==> src/rtl/alu181_pkg.sv <==
// Shared types and constants for the nibble-serial 74181 word sequencer.
// Function codes are given in the active-high data convention.
package alu181_pkg;

  localparam int SLICE_W = 4;

  typedef enum logic [1:0] {
    IDLE,
    RUN,
    DONE
  } state_t;

  typedef struct packed {
    logic [3:0] s;
    logic       m;
  } cmd_t;

  localparam logic [3:0] S_ADD = 4'b1001;
  localparam logic [3:0] S_SUB = 4'b0110;
  localparam logic [3:0] S_XOR = 4'b0110;
  localparam logic [3:0] S_AND = 4'b1011;

endpackage

==> src/rtl/alu181_slice.sv <==
// Combinational 4-bit 74181-style ALU slice, active-high data,
// active-low ripple carry in/out.
module alu181_slice
  import alu181_pkg::*;
(
  input  logic [SLICE_W-1:0] a,
  input  logic [SLICE_W-1:0] b,
  input  logic [3:0]         s,
  input  logic               cn_n,
  input  logic               m,
  output logic [SLICE_W-1:0] f,
  output logic               cn4_n,
  output logic               x,
  output logic               y
);

  logic [SLICE_W-1:0] e;
  logic [SLICE_W-1:0] d;
  logic [SLICE_W-1:0] cb;

  always_comb begin
    for (int i = 0; i < SLICE_W; i++) begin
      e[i] = ~((a[i] & b[i] & s[3]) | (a[i] & ~b[i] & s[2]));
      d[i] = ~((~b[i] & s[1]) | (b[i] & s[0]) | a[i]);
    end
  end

  // cb is the carry into each bit in the complemented-data domain,
  // where d acts as generate and e as propagate.
  always_comb begin
    cb[0] = cn_n;
    cb[1] = d[0] | (e[0] & cn_n);
    cb[2] = d[1] | (e[1] & d[0])
          | (e[1] & e[0] & cn_n);
    cb[3] = d[2] | (e[2] & d[1])
          | (e[2] & e[1] & d[0])
          | (e[2] & e[1] & e[0] & cn_n);
  end

  always_comb begin
    for (int i = 0; i < SLICE_W; i++) begin
      f[i] = e[i] ^ d[i] ^ (~cb[i] | m);
    end
  end

  assign y = ~(d[3]
             | (e[3] & d[2])
             | (e[3] & e[2] & d[1])
             | (e[3] & e[2] & e[1] & d[0]));

  assign x = ~(&e);

  assign cn4_n = ~(y & ~((&e) & cn_n));

endmodule

==> src/rtl/alu181_word_sequencer.sv <==
// Word-wide front end that runs one 74181 slice nibble-serially,
// LSB nibble first, with valid/ready on both sides.
module alu181_word_sequencer
  import alu181_pkg::*;
#(
  parameter int NIBBLES = 4
) (
  input  logic                   clk,
  input  logic                   rst_n,
  input  logic                   in_valid,
  output logic                   in_ready,
  input  logic [4*NIBBLES-1:0]   a,
  input  logic [4*NIBBLES-1:0]   b,
  input  logic [3:0]             s,
  input  logic                   m,
  input  logic                   cin_n,
  output logic                   out_valid,
  input  logic                   out_ready,
  output logic [4*NIBBLES-1:0]   f,
  output logic                   cout_n,
  output logic                   aeb
);

  localparam int W  = 4 * NIBBLES;
  localparam int CW = (NIBBLES > 1) ? $clog2(NIBBLES) : 1;
  localparam logic [CW-1:0] LAST = CW'(NIBBLES - 1);

  state_t state;
  state_t state_n;

  logic [CW-1:0] cnt;
  logic [W-1:0]  a_q;
  logic [W-1:0]  b_q;
  cmd_t          cmd_q;
  logic          carry_n;
  logic          aeb_acc;
  logic          last;
  logic          accept;

  logic [SLICE_W-1:0] sl_a;
  logic [SLICE_W-1:0] sl_b;
  logic [SLICE_W-1:0] sl_f;
  logic               sl_cn4_n;
  logic               slice_x_unused;
  logic               slice_y_unused;

  assign last   = (cnt == LAST);
  assign accept = in_valid && in_ready;
  assign sl_a   = a_q[SLICE_W*cnt +: SLICE_W];
  assign sl_b   = b_q[SLICE_W*cnt +: SLICE_W];

  alu181_slice u_slice (
    .a     (sl_a),
    .b     (sl_b),
    .s     (cmd_q.s),
    .cn_n  (carry_n),
    .m     (cmd_q.m),
    .f     (sl_f),
    .cn4_n (sl_cn4_n),
    .x     (slice_x_unused),
    .y     (slice_y_unused)
  );

  always_comb begin
    state_n = state;
    unique case (state)
      IDLE: if (accept) state_n = RUN;
      RUN:  if (last) state_n = DONE;
      DONE: if (out_ready) state_n = IDLE;
      default: state_n = IDLE;
    endcase
  end

  // Handshake flags are registered copies of the next-state decode.
  always_ff @(posedge clk or negedge rst_n) begin
    if (!rst_n) begin
      state     <= IDLE;
      in_ready  <= 1'b1;
      out_valid <= 1'b0;
    end else begin
      state     <= state_n;
      in_ready  <= (state_n == IDLE);
      out_valid <= (state_n == DONE);
    end
  end

  always_ff @(posedge clk or negedge rst_n) begin
    if (!rst_n) begin
      cnt     <= '0;
      a_q     <= '0;
      b_q     <= '0;
      cmd_q   <= '0;
      carry_n <= 1'b1;
      aeb_acc <= 1'b0;
      f       <= '0;
      cout_n  <= 1'b1;
      aeb     <= 1'b0;
    end else begin
      unique case (state)
        IDLE: begin
          if (accept) begin
            a_q     <= a;
            b_q     <= b;
            cmd_q   <= '{s: s, m: m};
            cnt     <= '0;
            carry_n <= cin_n;
            aeb_acc <= 1'b1;
          end
        end
        RUN: begin
          f[SLICE_W*cnt +: SLICE_W] <= sl_f;
          carry_n <= sl_cn4_n;
          aeb_acc <= aeb_acc & (&sl_f);
          cnt     <= cnt + 1'b1;
          // Flags are published only once the word is complete.
          if (last) begin
            cout_n <= sl_cn4_n;
            aeb    <= aeb_acc & (&sl_f);
          end
        end
        default: ;
      endcase
    end
  end

endmodule

==> config.mk <==
export PLATFORM = sky130hd
export DESIGN_NAME = alu181_word_sequencer
export DESIGN_NICKNAME = d
export VERILOG_FILES = /design/src/rtl/alu181_pkg.sv /design/src/rtl/alu181_slice.sv /design/src/rtl/alu181_word_sequencer.sv
export SDC_FILE = /design/constraint.sdc
export NUM_CORES = 1
export LEC_CHECK = 0
export ABC_AREA = 1
export CAP_MARGIN = 0
export CORE_UTILIZATION = 47
export DETAILED_ROUTE_END_ITERATION = 7
export PLACE_DENSITY = 0.77
export SLEW_MARGIN = 20
export SYNTH_ARGS = -nofsm -noshare
export SYNTH_HDL_FRONTEND = slang
export SYNTH_SLANG_ARGS = --single-unit
==> constraint.sdc <==
create_clock -name clk -period 1.89 [get_ports clk]
set_clock_uncertainty 0.1 [all_clocks]
set_input_delay 0.4725 -clock clk [delete_from_list [all_inputs] [get_ports clk]]
set_output_delay 0.4725 -clock clk [all_outputs]
set_load 0.05 [all_outputs]
==> results.cfg, run 1 <==
[worst_setup_path]
crit_top_cell = nand2_2
crit_path_start_kind = flop
critical_path_class = reg2reg
crit_path_cell_trace = clkinv_4, buf_6, nand2_1, nand3_1, nand2_2, nand3b_4, nand2_2, inv_1, nand2_2, nand2_2, buf_4, o21ai_0
critPathMaxStageDelay_ns = 0.45
cpMaxStageDelayCell = dfrtp_2
worst_ep_required_time_ns = 2.06
critPathMaxFanout = 7
end_kind = flop
crit_arrival_ns = 2.10

[power_and_ir_drop]
p_clk_frac = 0.137
p_per_area_nw_per_um2 = 2035
p_sw_frac = 0.4855
p_int_w = 0.004580
pwr-share-comb = 0.599
p_leak_nw = 2.254
irDropWorstVdd_v = 0.0008190
seq_power_share = 0.264
power_switching_w = 0.004322

[timing]
slew_violations = 0
setup_violations = 9
max_freq_mhz = 520.0
tightest_slew_ns = 0.3378
min_period_ns = 1.923
fin_crit_sh = 1.017
rsz0062_at_grt = true
relSlewSlack = 0.7748
fin_setup_tns_ns = -0.1407
fin_ws_ns = -0.03296
hold-worst-slack_ns = 0.008167
hold_viol_final = 0

[yosys]
ys_async_sr_fraction = 1.000
yosysMostFrequentCell = nand2_1
synth_edf_count = 0
syn-num-nets = 454
syn_inst = 406
avgSynthCellArea_sq_um = 7.754
yosys-top-cells-area = dfrtp_1, nand2_1, nand3_1
yosysWarningCount = 0
synth_area_sq_um = 3148
synthTopCellsByCount = nand2_1, dfrtp_1, nand3_1
synth_top_area_share = 0.4769
synth_ff_type = dfrtp_1
ys_types = 26
ys_seq_elements = 63
yosysSeqAreaShare = 0.5020
yosys.area.top_type = dfrtp_1

[outcome]
violations = design-rule violations, negative setup slack
status = complete, but fails checks

[finish]
instances_no_fill = 570
antenna_cells = 0
fin_area_sq_um = 4375
area_growth_pct = 38.99
layout-drive-gt1-share = 0.2617
nNetsFinal = 536
fin_util = 0.6813

[flow_run]
maxCapViolCount = 0

[place]
gp_congestion = 0.8640
portBuffers = 61
place_inst = 549
dp_hpwl_um = 5299
placed_area_sq_um = 3918

[drt]
via_per_inst = 5.151
drcViolationCount = 8
final_antenna_net_count = 0
vias = 2936
drt_wl_total_um = 7691
wl_per_cell_um = 13.49
drtIter0Drc = 169
firstDrtPassIters = 8

[grt]
grt_max_degree = 64
first_global_vias = 2738
grt.total_usage = 0.2268
grt_overflow = 0
grt_pass1_wl_um = 12500
antenna_found_initial = 0

[worst_hold_path]
holdCritPathClass = in2async

[clock_network]
cts.path.max_buffers = 2
cts_inserted_buffers = 9
clk_pin_slew_ns = 0.07
clock_sink_count = 63
cts_tree = built
htree_num_levels = 3
cts_root_buffer = clkbuf_8
cts_hold_buf = 0
clock_latency_ns = 0.36

[floorplan]
die_h_um = 83.84
die-area_sq_um = 7029
fp-row-count = 29
start_util = 0.4902
ios = 62
die_w_um = 83.84
coreArea_sq_um = 6422
==> timing repair <==
action / CTS / global route
resized for setup: 4 / 61
gates cloned: 0 / 1
pin swaps: 1 / 11
endpoints found under the setup margin: 5 / 20
setup buffers: 1 / 3
==> registers in the layout, indices dropped and copies added, names as in the netlist <==
register,count
f,16
cnt,2
a_q,16
b_q,16
aeb_acc,1
out_valid,1
aeb,1
cmd_q,5
state,2
in_ready,1
carry_n,1
cout_n,1
==> path summary, 6_finish.rpt <==
path / startpoint / end / slack [ns] / cells after the start
worst max-delay path: cnt[0] / f[1] / -0.03 / 12
worst min-delay path: rst_n / out_valid / 0.008 / 2
worst max register to register: cnt[0] / f[1] / -0.03 / 12
worst min register to register: state[0] / out_valid / 0.38 / 1
max in group asynchronous: rst_n / carry_n / 1.38 / 2
min in group clk: state[0] / out_valid / 0.38 / 1
==> cell type report <==
cell class | count | area (sq um)
fillers | 521 | 2047
clock inverters | 5 | 56.30
flip-flops and latches | 63 | 1582
repair buffers | 84 | 799.5
multi-input cells | 303 | 1584
well taps | 77 | 96.34
clock buffers | 11 | 151.4
inverters | 27 | 106.4
==> metal layers <==
metal / routed length (um) / global-route usage / share of wire / up-vias
met4: 201 / 0.1129 / 0.026 / 0
met3: 346 / 0.05737 / 0.045 / 19
li1: - / - / - / 1455
met2: 3711 / 0.3607 / 0.48 / 79
met1: 3432 / 0.2883 / 0.45 / 1383
met5: 0 / 0 / 0 / -
==> stage by stage <==
step / worst slack (ns) / total power, W
2_1_floorplan: 0.03409 / 0.005364
3_3_place_gp: 0.01838 / 0.006633
3_5_place_dp: -0.03500 / 0.006728
4_1_cts: 0.01970 / 0.008020
5_1_grt: -0.1673 / 0.009517
6_report: -0.03296 / 0.008902
==> layout by cell type (no fill, tap or decap), types with 5 or more instances in the layout <==
cell type        synthesis  routed
nand2_1                205     180
dfrtp_1                 60      59
clkdlybuf4s50_1          0      40
buf_4                    2      34
nand2_2                  5      27
inv_1                   22      21
nand3_2                  5      18
o21ai_0                 19      16
nand3_1                 28      14
clkbuf_8                 0      11
nand4_1                  9       9
nor2_1                  10       8
o21ai_1                  5       5
ha_1                     6       5
buf_12                   0       5
==> power groups by stage <==
stage / Combinational, W / Sequential (W) / Clock [W]
2_1_floorplan: 0.00261 / 0.00276 / 0
3_3_place_gp: 0.00430 / 0.00233 / 0
3_5_place_dp: 0.00439 / 0.00234 / 0
4_1_cts: 0.00446 / 0.00232 / 0.00123
5_1_grt: 0.00582 / 0.00241 / 0.00129
6_report: 0.00533 / 0.00235 / 0.00122
==> critical path, delay by kind of cell (launching register included) <==
kind            cells  cell delay (ns)
buf+inv             4             0.42
compound gates      1             0.14
simple gates        7             0.73
flops               1             0.45
==> kinds of logic (layout without fill, tap and decap cells) <==
kind of cell,Yosys count,count (layout),share of synthesized area
buffers and inverters,40,127,0.05962
adders and majority gates,6,6,0.02385
DFF,63,63,0.5020
AOI/OAI and AO/OA,31,31,0.05763
and+or+nand+nor,266,266,0.3569
Note: power is estimated with default switching activity, not from simulation.
==> run 2: changes to the inputs <==
--- a/config.mk
+++ b/config.mk
@@ -7,6 +7,7 @@
 export LEC_CHECK = 0
 export ABC_AREA = 1
 export CAP_MARGIN = 0
+export CORE_ASPECT_RATIO = 2
 export CORE_UTILIZATION = 47
 export DETAILED_ROUTE_END_ITERATION = 7
 export PLACE_DENSITY = 0.77
==> run 2 against run 1 <==
- the flow finishes with violations (negative setup slack)
- total power up 3.6%
- worst hold slack better by 0.029 ns
- count of clock-buffer cells in the layout up 2
- combinational power down 3%
- first-iteration DRC count down 12%
- cell count up 1.8%
- global-route usage up 1.0 points
- critical endpoint unchanged
- largest cell class is now sequential cells
- highest routed layer unchanged
==> results.cfg, run 2 (synthesis gave the netlist of run 1 again) <==
[floorplan]
die_w_um = 59.87
start_util = 0.4949
coreArea_sq_um = 6361
die-area_sq_um = 7049
fp-row-count = 41
ios = 62
die_h_um = 117.7

[worst_setup_path]
cpMaxStageDelayCell = dfrtp_2
critPathMaxFanout = 14
end_kind = flop
crit_path_start_kind = flop
crit_path_cell_trace = inv_6, buf_4, ha_1, clkinv_1, nor4_4, inv_1, o21ai_0
critPathMaxStageDelay_ns = 0.46
worst_ep_required_time_ns = 2.04
critical_path_class = reg2reg
crit_buf_inv = 4
crit_arrival_ns = 2.07
cp_top_family = buffers and inverters

[timing]
setup_violations = 3
min_period_ns = 1.913
max_freq_mhz = 522.8
slew_violations = 0
hold_viol_final = 0
fin_ws_ns = -0.02293
tightest_slew_ns = 0.3256
fin_crit_sh = 1.012
relSlewSlack = 0.7829
rsz0062_at_grt = true

[drt]
drtIter0Drc = 149
wl_per_cell_um = 13.35
final_antenna_net_count = 0
firstDrtPassIters = 4
drt_wl_total_um = 7741
drcViolationCount = 0
via_per_inst = 5.005
vias = 2903

[place]
portBuffers = 61
dp_hpwl_um = 5492
post-place-ws_ns = -0.06353
gp_congestion = 0.9180

[finish]
nNetsFinal = 537
antenna_cells = 0
final_common_cell = nand2_1
layout-drive-gt1-share = 0.2429
reg_top3 = a_q x16, b_q x16, f x16
fill_cells = 534
area_growth_pct = 41.57
final_cell_mix = nand2_1, dfrtp_1, clkdlybuf4s50_1

[grt]
antenna_found_initial = 0
grt_overflow = 0
grt_pass1_wl_um = 12290
first_global_vias = 2822
grt_max_degree = 64
grt.total_usage = 0.2371

[clock_network]
clk_pin_slew_ns = 0.05
cts_root_buffer = clkbuf_16
clock_latency_ns = 0.33
htree_num_levels = 3
cts_tree = built
cts_hold_buf = 0
clock_sink_count = 63
cts_inserted_buffers = 9
cts.path.max_buffers = 2

[power_and_ir_drop]
p_per_area_nw_per_um2 = 2069
power_w = 0.009220
p_leak_nw = 2.286
irDropWorstVdd_v = 0.0009612

[worst_hold_path]
holdCritPathClass = in2async

[outcome]
violations = negative setup slack
status = complete, but fails checks

[flow_run]
maxCapViolCount = 0
## run 2: cell types whose count changed in the layout (fill, tap and decap cells not counted), moves of 4 or more
cell / previous run / this run
clkbuf_8: 11 / 3
nand2_1: 180 / 184
nand3_2: 18 / 12
clkbuf_16: 0 / 9
nand3_1: 14 / 19
## run 2: worst paths after layout
kind / start / to / slack [ns] / cells after the start
setup / recovery: cnt[0] / f[1] / -0.02 / 7
hold / removal: rst_n / out_valid / 0.04 / 2
setup reg to reg: cnt[0] / f[1] / -0.02 / 7
hold reg to reg: f[15] / f[15] / 0.37 / 2
max in group asynchronous: rst_n / carry_n / 1.34 / 2
min in group clk: f[15] / f[15] / 0.37 / 2
## run 2: final cells by class
cell class                 count  area (sq um)  area share
clock inverter                 3         40.04    0.008984
clock buffer                  13         270.3     0.06064
multi-input combinational    303          1548      0.3473
timing repair buffer          85         800.8      0.1797
inverter                      27         108.9     0.02442
sequential                    63          1582      0.3549
tap                           86         107.6     0.02414
## run 2: where the power goes
group | leakage, nW | total, W | internal, W | switching (W)
combinational | 1.33 | 0.00516 | 0.00188 | 0.00328
sequential | 0.803 | 0.00237 | 0.00196 | 0.000408
clock | 0.156 | 0.00169 | 0.00112 | 0.000571
total | 2.29 | 0.00922 | 0.00496 | 0.00426
## run 2: per-layer routing
| layer | share of wire | vias up | track usage | routed length [um] |
|---|---|---|---|---|
| met3 | 0.037 | 23 | 0.05934 | 289 |
| met4 | 0.038 | 0 | 0.1308 | 295 |
| met1 | 0.35 | 1337 | 0.2346 | 2731 |
| li1 | - | 1456 | - | - |
| met5 | 0 | - | 0 | 0 |
| met2 | 0.57 | 87 | 0.4222 | 4425 |
## run 2: timing repair
action	CTS	global route
pin swaps	3	21
endpoints found under the hold margin	0	0
setup endpoints to repair	15	18
buffers inserted	0	1
resized for setup	7	49
gates cloned	0	0
## run 2: metrics by stage
stage          cell area, sq um  utilization  setup TNS [ns]  hold slack, ns  cells
4_1_cts                    4280       0.6729        -0.01612         0.05269    579
2_1_floorplan              3154            -               0         0.07691    406
6_report                   4457       0.7006        -0.05294         0.03738    580
5_1_grt                    4457       0.7006          -1.160         0.07177    580
3_3_place_gp               3954       0.6216        -0.03836          0.3637    563
3_5_place_dp               3954       0.6216         -0.4699          0.3666    563
